`src/rtl/loader_wr_fifo_if.sv`:
```
// Loader-to-SDRAM write buffer bus. The master drives loader writes and the slot strobe.
// The slave (the FIFO) returns the SDRAM write request and the buffer status.
interface loader_wr_fifo_if #(
    parameter int DEPTH_LOG2 = 3,
    parameter int AW         = 22
);
    logic                  in_we;
    logic [AW-1:0]         in_addr;
    logic [7:0]            in_data;
    logic                  slot;
    logic                  out_we;
    logic [AW-1:0]         out_addr;
    logic [7:0]            out_data;
    logic                  full;
    logic                  empty;
    logic [DEPTH_LOG2:0]   level;
    logic                  busy;
    logic                  overflow;

    modport master (
        output in_we, in_addr, in_data, slot,
        input  out_we, out_addr, out_data, full, empty, level, busy, overflow
    );

    modport slave (
        input  in_we, in_addr, in_data, slot,
        output out_we, out_addr, out_data, full, empty, level, busy, overflow
    );
endinterface

```
`src/rtl/loader_wr_fifo.sv`:
```
// Buffers single-cycle loader byte writes and replays them one per SDRAM write slot.
// busy stays high until the last entry has had its full slot period on out_*.
module loader_wr_fifo #(
    parameter int DEPTH_LOG2 = 3,
    parameter int AW         = 22
) (
    input  logic               clk,
    input  logic               reset,
    loader_wr_fifo_if.slave    bus
);
    localparam int                  DEPTH     = 1 << DEPTH_LOG2;
    localparam logic [DEPTH_LOG2:0] DEPTH_CNT = (DEPTH_LOG2 + 1)'(DEPTH);
    localparam logic [DEPTH_LOG2:0] LVL_ONE   = (DEPTH_LOG2 + 1)'(1);
    localparam logic [DEPTH_LOG2-1:0] PTR_ONE = DEPTH_LOG2'(1);

    logic [AW+7:0]         mem_q [DEPTH];
    logic [DEPTH_LOG2-1:0] wptr_q, wptr_d;
    logic [DEPTH_LOG2-1:0] rptr_q, rptr_d;
    logic [DEPTH_LOG2:0]   level_q, level_d;
    logic                  out_we_q, out_we_d;
    logic [AW-1:0]         out_addr_q, out_addr_d;
    logic [7:0]            out_data_q, out_data_d;
    logic                  overflow_q, overflow_d;
    logic                  full, empty, push, pop;

    always_comb begin
        full  = (level_q == DEPTH_CNT);
        empty = (level_q == '0);
        pop   = bus.slot && !empty;
        // A pop in the same cycle frees a slot, so a write at full is still accepted.
        push  = bus.in_we && (!full || pop);
    end

    always_comb begin
        wptr_d     = wptr_q;
        rptr_d     = rptr_q;
        level_d    = level_q;
        out_we_d   = out_we_q;
        out_addr_d = out_addr_q;
        out_data_d = out_data_q;
        overflow_d = overflow_q;

        if (push) begin
            wptr_d = wptr_q + PTR_ONE;
        end else if (bus.in_we) begin
            overflow_d = 1'b1;
        end

        if (bus.slot) begin
            out_we_d = pop;
        end
        if (pop) begin
            {out_addr_d, out_data_d} = mem_q[rptr_q];
            rptr_d = rptr_q + PTR_ONE;
        end

        if (push && !pop) begin
            level_d = level_q + LVL_ONE;
        end else if (pop && !push) begin
            level_d = level_q - LVL_ONE;
        end
    end

    always_ff @(posedge clk) begin
        if (reset) begin
            wptr_q     <= '0;
            rptr_q     <= '0;
            level_q    <= '0;
            out_we_q   <= 1'b0;
            out_addr_q <= '0;
            out_data_q <= '0;
            overflow_q <= 1'b0;
        end else begin
            wptr_q     <= wptr_d;
            rptr_q     <= rptr_d;
            level_q    <= level_d;
            out_we_q   <= out_we_d;
            out_addr_q <= out_addr_d;
            out_data_q <= out_data_d;
            overflow_q <= overflow_d;
        end
    end

    // Storage is deliberately left uninitialised across reset; only the pointers matter.
    always_ff @(posedge clk) begin
        if (!reset && push) begin
            mem_q[wptr_q] <= {bus.in_addr, bus.in_data};
        end
    end

    assign bus.out_we   = out_we_q;
    assign bus.out_addr = out_addr_q;
    assign bus.out_data = out_data_q;
    assign bus.full     = full;
    assign bus.empty    = empty;
    assign bus.level    = level_q;
    assign bus.busy     = !empty || out_we_q;
    assign bus.overflow = overflow_q;
endmodule

```
`src/flat_wrapper.sv`:
```
// flat-port wrapper written by rule: the top's interface ports become plain ports
module loader_wr_fifo_flat 
#(
    parameter int DEPTH_LOG2 = 3,
    parameter int AW         = 22
)
  (clk, reset, bus_in_we, bus_in_addr, bus_in_data, bus_slot, bus_out_we, bus_out_addr, bus_out_data, bus_full, bus_empty, bus_level, bus_busy, bus_overflow);
  loader_wr_fifo_if #(.DEPTH_LOG2(DEPTH_LOG2), .AW(AW)) bus_i ();
  input  logic clk;
  input  logic reset;
  input wire logic [$bits(bus_i.in_we)-1:0] bus_in_we;
  input wire logic [$bits(bus_i.in_addr)-1:0] bus_in_addr;
  input wire logic [$bits(bus_i.in_data)-1:0] bus_in_data;
  input wire logic [$bits(bus_i.slot)-1:0] bus_slot;
  output wire logic [$bits(bus_i.out_we)-1:0] bus_out_we;
  output wire logic [$bits(bus_i.out_addr)-1:0] bus_out_addr;
  output wire logic [$bits(bus_i.out_data)-1:0] bus_out_data;
  output wire logic [$bits(bus_i.full)-1:0] bus_full;
  output wire logic [$bits(bus_i.empty)-1:0] bus_empty;
  output wire logic [$bits(bus_i.level)-1:0] bus_level;
  output wire logic [$bits(bus_i.busy)-1:0] bus_busy;
  output wire logic [$bits(bus_i.overflow)-1:0] bus_overflow;
  assign bus_i.in_we = bus_in_we;
  assign bus_i.in_addr = bus_in_addr;
  assign bus_i.in_data = bus_in_data;
  assign bus_i.slot = bus_slot;
  assign bus_out_we = bus_i.out_we;
  assign bus_out_addr = bus_i.out_addr;
  assign bus_out_data = bus_i.out_data;
  assign bus_full = bus_i.full;
  assign bus_empty = bus_i.empty;
  assign bus_level = bus_i.level;
  assign bus_busy = bus_i.busy;
  assign bus_overflow = bus_i.overflow;
  loader_wr_fifo #(.DEPTH_LOG2(DEPTH_LOG2), .AW(AW)) u_core (.clk(clk), .reset(reset), .bus(bus_i));
endmodule
```
`config.mk`:
```
export PLATFORM = sky130hd
export DESIGN_NAME = loader_wr_fifo_flat
export DESIGN_NICKNAME = d
export VERILOG_FILES = /design/src/rtl/loader_wr_fifo_if.sv /design/src/rtl/loader_wr_fifo.sv /design/src/flat_wrapper.sv
export SDC_FILE = /design/constraint.sdc
export NUM_CORES = 1
export LEC_CHECK = 0
export BUFFER_PORTS_ARGS = -buffer_cell sky130_fd_sc_hd__buf_4
export CORE_ASPECT_RATIO = 1.5
export CORE_UTILIZATION = 30
export DETAILED_ROUTE_END_ITERATION = 10
export SYNTH_ARGS = -nofsm -noshare
export SYNTH_HDL_FRONTEND = slang
export SYNTH_SLANG_ARGS = --single-unit
export TNS_END_PERCENT = 50
```
`constraint.sdc`:
```
create_clock -name clk -period 6.2 [get_ports clk]
set_clock_uncertainty 0.05 [all_clocks]
set_input_delay 0.31 -clock clk [delete_from_list [all_inputs] [get_ports clk]]
set_output_delay 0.31 -clock clk [all_outputs]
set_load 0.05 [all_outputs]
```
-- Word level (Yosys, flattened, before mapping)
Memory sizes are Yosys's and may differ from the RTL's. A register that Yosys moved wholly into a read port is not among the register bits.
Cells that the tools add are included.
- $add $sub $neg: 4
- eq/ne operators: 1
- muxes and demuxes: 4
- bitwise logic cells: 1
- reductions and logical operators: 15
- operator list (operator ; number):
    4-bit 2-to-1 mux ; 2
    3-bit by 1-bit adder with 3-bit output, second input constant ; 2
    1-bit logical AND ; 5
    1-bit zero test ; 5
    4-bit by 1-bit adder with 4-bit output, second input constant ; 1
    4-bit equality test, second input constant ; 1
    4-bit zero test ; 1
    4-bit by 1-bit subtractor with 4-bit output, second input constant ; 1
    1-bit logical OR ; 2
    1-bit 2-to-1 mux ; 2
    2-bit AND reduction ; 1
    2-bit nonzero test ; 1
    1-bit inverter ; 1
- register bits after elaboration: 12
- bits in writable memories: 240
- output and inout bits: 39
- memories: 1
- memories (name ; words ; width ; read ports ; clocked after memory_dff ; write ports ; line ; text):
    u_core.mem_q ; 8 ; 30 ; 1 ; 1 ; 1 ; loader_wr_fifo.sv:16 ; logic [AW+7:0] mem_q [DEPTH];

-- Longest topological paths before layout
Gate-level depths: netlist of the first run.
- word-level depth: 9
- gate-level depth with buffers: 11
- depth with buffers taken out: 10

-- Worst setup path before layout of the first run
No wires, ideal clock.
- kind: register to register
- from: register u_core.level_q[0], in the netlist u_core.bus.level[0]
- to: memory u_core.mem_q[0][0] (netlist name) (enable)
- setup time: 0.503 ns
- data arrival time: 4.253 ns
- required time: 5.647 ns
- path slack: 1.394 ns
- stages on the path, launching flop included: 4
- clock period less this slack: 4.806 ns
- cell sequence: dfxtp_1 -> or4b_4 -> o21ai_4 -> nor4b_1
- word-level cells in the longest chain between the ends: 8
- elaborated cells on any way between the ends: 10
- classes of those cells: eq/ne: 1; mux: 2; reduce/logical: 7
- RTL lines (item ; line ; text):
    start, declared ; loader_wr_fifo.sv:19 ; logic [DEPTH_LOG2:0] level_q, level_d;
    start signal, assigned ; loader_wr_fifo.sv:76 ; level_q <= level_d;
    4-bit zero test ; loader_wr_fifo.sv:28 ; empty = (level_q == '0);
    1-bit zero test ; loader_wr_fifo.sv:29 ; pop = bus.slot && !empty;
    1-bit logical AND ; loader_wr_fifo.sv:29 ;
    1-bit logical OR * ; loader_wr_fifo.sv:31 ; push = bus.in_we && (!full || pop);
    1-bit logical AND * ; loader_wr_fifo.sv:31 ;
    1-bit logical AND * ; loader_wr_fifo.sv:86 ; if (!reset && push) begin
    1-bit 2-to-1 mux * ; loader_wr_fifo.sv:86 ;
    1-bit 2-to-1 mux (implied by the code) * ; loader_wr_fifo.sv:87 ; mem_q[wptr_q] <= {bus.in_addr, bus.in_data};
    end, declared ; loader_wr_fifo.sv:16 ;
Mark *: on every way between the ends. The rest lies on a longest branch, timed or not.

-- Worst setup path in the final report of the first run
- from: register u_core.level_q[0], in the netlist u_core.bus.level[0]
- to: register u_core.level_q[3], in the netlist u_core.bus.level[3]
- word-level cells in the longest chain between the ends: 8
- elaborated cells on any way between the ends: 16
- classes of those cells: add/sub: 2; eq/ne: 1; mux: 2; reduce/logical: 11
- RTL lines (item):
    parallel branches: the longest is 8 deep, another holds 4-bit by 1-bit subtractor with 4-bit output
Several ways; the timed one is not identified. The select of a mux whose other input is x is not followed.
A chain may end at the register's enable or synchronous reset.

==> results by group, run 1 <==
Outcome
  – Status: completed

STA
  – Slew Limit Fails: 0
  – Slew margin rel.: approximately 46%
  – TNS Setup: 0 ns
  – # setup viols final: 0
  – RSZ-0062 raised after global routing: no
  – Tmin final: 2.96 ns
  – Worst Max-Slew Pin Slew: 0.810 ns
  – Tcrit/Tclk final: a little under half
  – Maximum clock rate: approximately 340 MHz
  – Hold Vio Cnt, Final: 0

Die
  – Core area: roughly 0.035 sq mm
  – Row count: 84
  – Die height: 234 microns
  – Die ar.: 0.0365 sq mm
  – Die Wd: 156 microns
  – Starting Density: a little under a third
  – Ports: between 70 and 80

CTS
  – Clk slew on worst S/H paths: about 0.06 ns
  – Root Buffer: clkbuf_16
  – Worst-case clock buffer depth: 3
  – Clock sinks: roughly 280
  – Post-CTS setup buffers: 0
  – Clock H-tree levels: 1
  – Post-CTS Resized: 0
  – Clock Latency Late Sink: 0.53 ns
  – CTS tree: built
  – CTS buffer count: 26

Global routing
  – Initial antenna violation count: 1
  – Overall Global Routing Usage: between 10% and 20%
  – Largest net degree at the start of global routing: 48
  – GRT overflow: 0
  – Number of global-route vias before repair: around 5.4k
  – First-pass GRT wire length: about 33 mm

Synth
  – Cell area after synthesis: about 0.011 sq mm
  – #FFs+latches synth: ~280
  – Post-synthesis instance total: about 530
  – Post-synth EDFFs: 240
  – Top cells by area, synth: edfxtp_1, mux4_2, dfxtp_1, nor3_2, nor2_1
  – Synth Net Count: 569
  – Ys flop type: edfxtp_1
  – FFs w/ async S/R, synth: 0%
  – Most frequent cell after synthesis: edfxtp_1
  – Synth unique cells: 39
  – Synth Warn #: 0
  – Cell type with the largest total area after synthesis: edfxtp_1
  – Commonest cells in the netlist: edfxtp_1, mux4_2, nor2_1
  – Post-synth top area share: around two thirds
  – Syn Area/Cell: ~20 sq um
  – Seq/Total Area, Yosys: 75.0%

Drt
  – Drc violations: 0
  – Vias per cell: 4.58
  – DR iter-0 viols: 340
  – Avg WL per Cell: about 19 microns
  – Drt first pass iters: 4
  – Final ANT Viol Nets: 0
  – DR vias: between 5k and 6k
  – Final wirelength: between 20 and 25 mm

Power and ir drop
  – Power per cell area: about 410 mW/mm^2
  – Worst VDD drop: ~0.00019 V
  – Leak pwr: about 4.2 nW
  – Total chip power: between 5 and 6 mW

Worst setup path
  – Critical Path AT: between 3 and 4 ns
  – Setup crit start kind: register
  – Largest fanout on the critical path: 7
  – Crit end category: register
  – Worst EP required: 6.57 ns
  – R2r setup slk: 3.24 ns
  – Critical path class: reg2reg

Final layout
  – Fill count: about 3.3k
  – Diode count: 0
  – Layout cells sized above 1: 36.4%
  – Area delta synth->final: 20.5%
  – Final nets: 680

Placed design
  – GPL Wtd Cong: around 0.68
  – Dpl hpwl: approximately 12 mm
  – IO Port Bufs: ~70

Flow run
  – Max_cap viols: 0

Min path
  – Hold/Removal Path Class: in2reg
-- timing repair --
action                     4_1_cts  5_1_grt
setup endpoints to repair        0        0
hold endpoints to repair       240        0
hold buffers                    30        0
-- per-layer routing --
layer / wire, microns / track usage, % / part of all wire, % / vias up
met3: 877 / 1.95 / 4.0 / 29
li1: - / - / - / 2358
met5: 17 / 0 / 0.078 / -
met4: 413 / 3.86 / 1.9 / 2
met1: 8790 / 14.6 / 40 / 2707
met2: 11700 / 22.2 / 54 / 91
-- cell usage in the layout, fill, tap and decap left out, drive strengths merged, types with 2 or more instances in the layout --
cell type	netlist	final
a31oi	2	2
mux4	60	60
a21oi	4	4
clkbuf	16	34
dlygate4sd3	0	30
clkinv	0	9
ha	5	5
nor2	48	48
edfxtp	240	240
nor4	2	2
inv	5	8
dfxtp	42	42
xnor2	3	3
nor3	33	33
o22ai	30	30
mux2i	2	2
buf	14	83
nand2	7	7
nand2b	2	2
xor2	3	3
-- sequential cells by signal, indices dropped and copies added (netlist names) --
register and flops:
u_core.bus.out_we 1, u_core.bus.level 4, u_core.mem_q 240, u_core.rptr_q 3, u_core.bus.overflow 1, u_core.bus.out_data 8, u_core.wptr_q 3, u_core.bus.out_addr 22
-- final timing paths --
path,start,endpoint,cells past startpoint
setup / recovery,u_core.bus.level[0],u_core.bus.level[3],10
hold / removal,bus_in_we,u_core.bus.overflow,3
setup reg to reg,u_core.bus.level[0],u_core.bus.level[3],10
hold reg to reg,u_core.bus.overflow,u_core.bus.overflow,2
-- critical path: stages, from the launching register on --
cell and delay (ns):
dfxtp_1 0.39, or4b_4 0.60, o21ai_4 0.27, inv_2 0.10
ha_1 0.20, inv_1 0.13, ha_1 0.29, a21oi_1 0.19
a211oi_1 0.10, a31oi_1 0.19, mux2_2 0.35
-- report_power, final --
part / switching (mW) / leakage (nW) / internal [mW] / total [mW]
Combinational: 0.797 / 1.26 / 0.578 / 1.37
Clock: 0.670 / 0.407 / 0.867 / 1.54
Sequential: 0.171 / 2.52 / 2.19 / 2.36
Total: 1.64 / 4.18 / 3.64 / 5.27
-- stage by stage --
| step | util [%] | instances | hold WS, ns | setup WS [ns] | area, sq um |
|---|---|---|---|---|---|
| 2_1_floorplan | - | 529 | 0.359 | 1.39 | 10700 |
| 4_1_cts | 36.8 | 1133 | 0.00585 | 3.25 | 12900 |
| 3_3_place_gp | 33.6 | 1055 | 0.405 | 3.33 | 11800 |
| 5_1_grt | 36.8 | 1133 | 0.0654 | 3.06 | 12900 |
| 3_5_place_dp | 33.6 | 1055 | 0.422 | 3.27 | 11800 |
| 6_report | 36.8 | 1133 | 0.0267 | 3.24 | 12900 |
-- area by class of cell --
cell class                      count  area (sq um)  share of cell area (%)
Clock buffer                       34           722                    5.59
Clock inverter                     14           104                   0.803
Inverter                            5          18.8                   0.145
Multi-Input combinational cell    212          2510                    19.4
Sequential cell                   282          8050                    62.3
Tap cell                          473           592                    4.58
Timing Repair Buffer              113           923                    7.14
-- cell families after synthesis --
family | after synthesis | synth area share [%]
adder cells (fa/ha/maj) | 6 | 0.770
multiplexers | 63 | 12.9
AND/OR/NAND/NOR | 97 | 5.70
AO/OA/AOI/OAI | 40 | 3.09
XOR/XNOR | 6 | 0.490
flip-flops | 282 | 75.0
buffers and inverters | 35 | 2.02
No activity file was read; power rests on OpenSTA's default activity.
==> run 2: changes to the inputs <==
Clock period 6.2 ns to 2.6 ns, I/O delays scaled along.
==> run 2 against run 1 <==
Utilization increased by 1.1 points. Register-to-register slack lost 3.1 ns. Largest power group unchanged. Count of clock-buffer cells in the layout is 1 lower. Sequential cell count unchanged. Total power increased by 150%. Highest routed layer unchanged. Worst setup slack lost 3.1 ns. Non-clock buffer count up 20.
==> results by group, run 2 (synthesis results as in run 1) <==
Worst setup path
  – Setup crit start kind: register
  – Largest fanout on the critical path: 3 (-4)
  – Critical Path, Cell by Cell: or4b_4 > o21ai_4 > inv_2 > ha_2 > inv_2 > ha_4 > a21oi_4 > a211oi_1 > a31oi_1 > mux2_2
  – Cell mode on critical path: inv_2
  – Slowest Stage Delay on Critical Path: 0.57 ns (-0.03 ns)
  – R2r setup slk: 0.13 ns (-3.11 ns)
  – Slowest cell on the critical path: or4b_4
  – Worst EP required: 2.98 ns (-3.59 ns)
  – Crit end category: register
  – Critical Path AT: 2.84 ns (-0.49 ns)
  – Critical path class: reg2reg

Power and ir drop
  – Switching part of the total: 30.5% (-0.58 points)
  – NetSw: 3.98 mW (+140%)
  – Worst VDD drop: 0.000422 V (+120%)
  – Total chip power: 13.1 mW (+150%)
  – Internal Power: 9.09 mW (+150%)
  – Leak pwr: 4.31 nW (+3.1%)
  – Power per cell area: 983 mW/mm^2 (+140%)
  – Combinational Power Share: 28.0% (+1.9 points)
  – Sequential fraction of design power: 42.0% (-2.8 points)
  – Clock network fraction of total power: 30.0% (+0.9 points)

Die
  – Starting Density: 30.6% (unchanged)
  – Die height: 234 microns (unchanged)
  – Row count: 84 (unchanged)
  – Die Wd: 156 microns (unchanged)
  – Die ar.: 0.0365 sq mm (unchanged)
  – Ports: 73 (unchanged)
  – Core area: 0.0351 sq mm (unchanged)

Drt
  – Drc violations: 0 (unchanged)
  – DR vias: 5266 (+1.5%)
  – Vias per cell: 4.56 (-0.32%)
  – DR iter-0 viols: 215 (-37%)
  – Avg WL per Cell: 18.9 microns (-1.5%)
  – Final ANT Viol Nets: 0 (unchanged)
  – Final wirelength: 21.8 mm (+0.28%)
  – Drt first pass iters: 4 (unchanged)

Final layout
  – Layout cells sized above 1: 39.1% (+2.8 points)
  – Most frequent cells in the layout: edfxtp_1, buf_4, mux4_2
  – Commonest non-fill, non-tap cell in the layout: edfxtp_1
  – Top reg by flops: u_core.mem_q
  – Area delta synth->final: 24.0%
  – Largest register FFs: 240 (unchanged)
  – Final nets: 700 (+2.9%)

STA
  – Hold Vio Cnt, Final: 0 (unchanged)
  – Final setup margin: 0.133 ns (-3.11 ns)
  – Tcrit/Tclk final: 94.9% (+47 points)
  – Slew Limit Fails: 0 (unchanged)
  – Tmin final: 2.47 ns (-0.493 ns)
  – # setup viols final: 0 (unchanged)
  – Maximum clock rate: 405 MHz (+20%)
  – Slew margin rel.: 61.7% (+16 points)
  – Worst Max-Slew Pin Slew: 0.574 ns (-0.236 ns)

CTS
  – Clock H-tree levels: 1 (unchanged)
  – CTS buffer count: 26 (unchanged)
  – Root Buffer: clkbuf_16
  – Worst-case clock buffer depth: 3 (unchanged)
  – Clock Latency Late Sink: 0.53 ns (about the same)
  – Clock sinks: 282 (unchanged)
  – Clk slew on worst S/H paths: 0.06 ns (about the same)
  – CTS tree: built

Global routing
  – Overall Global Routing Usage: 12.3% (+0.092 points)
  – First-pass GRT wire length: 33.3 mm (+1.2%)
  – GRT overflow: 0 (unchanged)
  – Number of global-route vias before repair: 5655 (+5.2%)
  – Initial antenna violation count: 2 (+1)
  – Largest net degree at the start of global routing: 37 (-23%)

Placed design
  – GPL Wtd Cong: 0.680 (-0.66%)
  – IO Port Bufs: 72 (unchanged)
  – Dpl hpwl: 12.8 mm (+9.3%)
  – Pre-CTS WS: -0.00848 ns (-3.28 ns)

Outcome
  – Status: completed

Min path
  – Hold/Removal Path Class: in2reg

Flow run
  – Max_cap viols: 0 (unchanged)
run 2: worst paths after layout:
path	startpoint	endpoint	cells past startpoint
worst max-delay path	u_core.bus.level[1]	u_core.bus.level[3]	10
worst min-delay path	reset	u_core.wptr_q[2]	3
worst max register to register	u_core.bus.level[1]	u_core.bus.level[3]	10
worst min register to register	u_core.bus.out_addr[2]	u_core.bus.out_addr[2]	2
run 2: area by class of cell:
type,count,area (sq um)
Fill cell,3248,21800
Sequential cell,282,8070
Multi-Input combinational cell,212,2580
Timing Repair Buffer,133,1160
Clock buffer,33,698
Tap cell,473,592
Clock inverter,15,183
Inverter,5,18.8
Antenna cell,1,2.50
run 2: through the flow:
| stage | cells | hold slack [ns] | cell area, sq um | util (%) | setup TNS, ns |
|---|---|---|---|---|---|
| after global placement | 1071 | 0.314 | 12000 | 34.3 | 0 |
| after global routing | 1154 | 0.0942 | 13300 | 37.9 | -0.00354 |
| after detailed placement | 1071 | 0.313 | 12000 | 34.3 | -0.00848 |
| after floorplan | 529 | 0.179 | 10800 | - | -20.80 |
| final | 1154 | 0.0866 | 13300 | 37.9 | 0 |
| after CTS | 1152 | 0.0794 | 13300 | 37.8 | 0 |
run 2: critical path: cells and delay by family, from the launching register on:
kind,cells,cell delay (ns)
AO/OA/AOI/OAI,4,0.53
adder cells (fa/ha/maj),2,0.39
buffers and inverters,2,0.13
flip-flops,1,0.34
multiplexers,1,0.34
AND/OR/NAND/NOR,1,0.57
run 2: what timing repair did:
item | 4_1_cts | 5_1_grt
hold buffers | 33 | 0
hold endpoints to repair | 243 | 0
setup buffers | 0 | 1
resized for setup | 1 | 5
pin swaps | 0 | 2
endpoints found under the setup margin | 1 | 1
run 2: routing by layer:
metal  track usage (%)  share of wire [%]
met1              13.8                 39
met2              23.1                 55
met3              2.00                4.0
met4              4.20                2.3
met5                 0              0.037
run 2: power groups by stage:
stage          combinational [mW]  clock (mW)  sequential (mW)
2_1_floorplan                2.02           0             6.21
3_3_place_gp                 3.63           0             5.59
3_5_place_dp                 3.66           0             5.60
4_1_cts                      3.71        4.02             5.50
5_1_grt                      3.93        4.17             5.54
6_report                     3.66        3.92             5.49
==> run 3: changes to the inputs <==
Settings changed: CELL_PAD_IN_SITES_DETAIL_PLACEMENT set to 2, CELL_PAD_IN_SITES_GLOBAL_PLACEMENT set to 2, PLACE_DENSITY_LB_ADDON set to 0.1.
==> run 3 against run 2 <==
Via count up 3.0%. Worst setup slack worse by 0.041 ns. Utilization is 0.49 points higher. Critical path depth is the same. Cell count rose by 0.69%. Die area stayed put. Combinational power increased by 5.5%. First-iteration DRC count is 18% lower. Final area rose by 1.3%. Non-clock buffer count grew 6. Global-route usage up 2.4 points. Largest cell class unchanged. Largest power group unchanged.
==> results by group, run 3 (synthesis results as in run 1) <==
Outcome
  – Status: completed

Placed design
  – Pre-CTS WS: -0.140 ns (-0.131 ns)
  – IO Port Bufs: 72 (unchanged)
  – GPL Wtd Cong: 0.687 (+1.0%)
  – Cells after DPL: 1074 (+0.28%)
  – Dpl hpwl: 14.8 mm (+16%)

Min path
  – Hold depth: 2 (-1)
  – Hold Crit Start: bus_in_addr[10]
  – Hold-critical path endpoint: u_core.mem_q[3][18]
  – Hold/Removal Path Class: in2reg

Die
  – Die height: 234 microns (unchanged)
  – Row count: 84 (unchanged)
  – Ports: 73 (unchanged)
  – Starting Density: 30.6% (unchanged)
  – Die ar.: 0.0365 sq mm (unchanged)
  – Die Wd: 156 microns (unchanged)
  – Core area: 0.0351 sq mm (unchanged)

Worst setup path
  – Worst EP required: 2.98 ns (about the same)
  – Critical path class: reg2reg
  – R2R depth: 10 (unchanged)
  – Critical R2R Capture: u_core.bus.level[3]
  – R2r setup slk: 0.09 ns (-0.04 ns)
  – Largest fanout on the critical path: 3 (unchanged)
  – Worst R2R Start: u_core.bus.level[0]
  – Crit end category: register
  – Setup crit start kind: register
  – Critical Path AT: 2.89 ns (+0.05 ns)

Final layout
  – Layout cells sized above 1: 40.3% (+1.2 points)
  – Top reg by flops: u_core.mem_q
  – Area delta synth->final: 25.6%
  – Most frequent cells in the layout: edfxtp_1, buf_4, mux4_2
  – Diode count: 0 (-1)
  – Commonest non-fill, non-tap cell in the layout: edfxtp_1
  – Largest register FFs: 240 (unchanged)
  – Post-route insts no fill: 1162 (+0.69%)
  – Final nets: 708 (+1.1%)
  – Fill count: 3411 (+5.0%)

STA
  – Tmin final: 2.51 ns (+0.0407 ns)
  – Smallest hold slack: 0.308 ns (+0.221 ns)
  – Slew margin rel.: 52.5% (-9.2 points)
  – Final setup margin: 0.0927 ns (-0.0407 ns)
  – RSZ-0062 raised after global routing: no
  – Hold Vio Cnt, Final: 0 (unchanged)
  – Worst Max-Slew Pin Slew: 0.710 ns (+0.137 ns)
  – Slew Limit Fails: 0 (unchanged)
  – # setup viols final: 0 (unchanged)
  – Maximum clock rate: 399 MHz (-1.6%)
  – Tcrit/Tclk final: 96.4% (+1.6 points)

CTS
  – CTS tree: built
  – CTS buffer count: 28 (+7.7%)
  – Worst-case clock buffer depth: 3 (unchanged)
  – Clock sinks: 282 (unchanged)
  – Root Buffer: clkbuf_16
  – Clk slew on worst S/H paths: 0.06 ns (about the same)
  – Clock Latency Late Sink: 0.55 ns (+0.02 ns)
  – Clock H-tree levels: 1 (unchanged)

Drt
  – DR iter-0 viols: 177 (-18%)
  – Drt first pass iters: 6 (+2)
  – Vias per cell: 4.67 (+2.3%)
  – Final ANT Viol Nets: 0 (unchanged)
  – Drc violations: 0 (unchanged)
  – Final wirelength: 25.7 mm (+18%)
  – Avg WL per Cell: 22.1 microns (+17%)
  – DR vias: 5425 (+3.0%)

Global routing
  – GRT overflow: 0 (unchanged)
  – Number of global-route vias before repair: 6277 (+11%)
  – First-pass GRT wire length: 39.0 mm (+17%)
  – Largest net degree at the start of global routing: 37 (unchanged)
  – Overall Global Routing Usage: 14.7% (+2.4 points)
  – Initial antenna violation count: 0 (-2)

Flow run
  – Max_cap viols: 0 (unchanged)

Power and ir drop
  – Leak pwr: 4.40 nW (+2.1%)
  – Power per cell area: 1010 mW/mm^2 (+2.2%)
  – Worst VDD drop: 0.000519 V (+23%)
run 3: changes by cell type in the layout (fill, tap and decap cells not counted), sizes merged:
cell / delta
diode: -1
clkinv: +4
buf: +5
clkinvlp: -2
clkbuf: +1
dlygate4sd3: +1
run 3: how the worst max path moves through the flow:
stage / start / to / depth (start not counted)
2_1_floorplan: u_core.bus.level[3] / u_core.bus.level[3] / 10
3_3_place_gp: u_core.bus.level[0] / u_core.bus.level[3] / 10
3_5_place_dp: u_core.bus.level[0] / u_core.bus.level[3] / 10
4_1_cts: u_core.bus.level[1] / u_core.bus.level[3] / 10
5_1_grt: u_core.bus.level[0] / u_core.bus.level[2] / 11
6_report: u_core.bus.level[0] / u_core.bus.level[3] / 10
run 3: final cells by class:
class,instances,area (sq um),share of cell area [%]
clock buffers,34,754,5.60
clock inverters,17,191,1.42
inverters,5,21.3,0.158
multi-input cells,212,2620,19.4
flip-flops and latches,282,8070,59.9
well taps,473,592,4.39
repair buffers,139,1230,9.12
run 3: stage by stage:
| stage | cell area [sq um] | total power [mW] | utilization (%) | setup TNS [ns] |
|---|---|---|---|---|
| global placement | 12100 | 9.33 | 34.5 | 0 |
| detailed placement | 12100 | 9.43 | 34.5 | -0.140 |
| CTS | 13400 | 13.8 | 38.3 | 0 |
| global route | 13500 | 14.2 | 38.4 | 0 |
| floorplan | 10800 | 8.23 | - | -20.80 |
| finish | 13500 | 13.5 | 38.4 | 0 |
run 3: report_power, final:
part / switching [mW] / internal [mW] / total (mW)
Combinational: 2.21 / 1.65 / 3.86
Clock: 1.71 / 2.46 / 4.17
Sequential: 0.269 / 5.24 / 5.51
Total: 4.19 / 9.35 / 13.5
run 3: critical path, cell delays in order (launching register included):
cell,delay [ns]
dfxtp_4,0.34
or4b_4,0.56
o21ai_4,0.16
inv_2,0.07
ha_4,0.17
inv_4,0.06
ha_4,0.22
a21oi_4,0.14
a211oi_2,0.10
a31oi_2,0.18
mux2_2,0.35
run 3: layer usage:
| metal | routed length [microns] | part of all wire [%] | track usage [%] |
|---|---|---|---|
| met5 | 0 | 0 | 0 |
| met4 | 472 | 1.8 | 4.44 |
| met3 | 785 | 3.1 | 2.12 |
| met2 | 14100 | 55 | 27.6 |
| met1 | 10400 | 40 | 17.1 |
run 3: repair_timing:
| item | 4_1_cts | 5_1_grt |
|---|---|---|
| setup buffers | 1 | 2 |
| endpoints found under the setup margin | 1 | 2 |
| pin swaps | 5 | 6 |
| hold buffers | 34 | 0 |
| resized for setup | 8 | 3 |
| endpoints found under the hold margin | 253 | 0 |
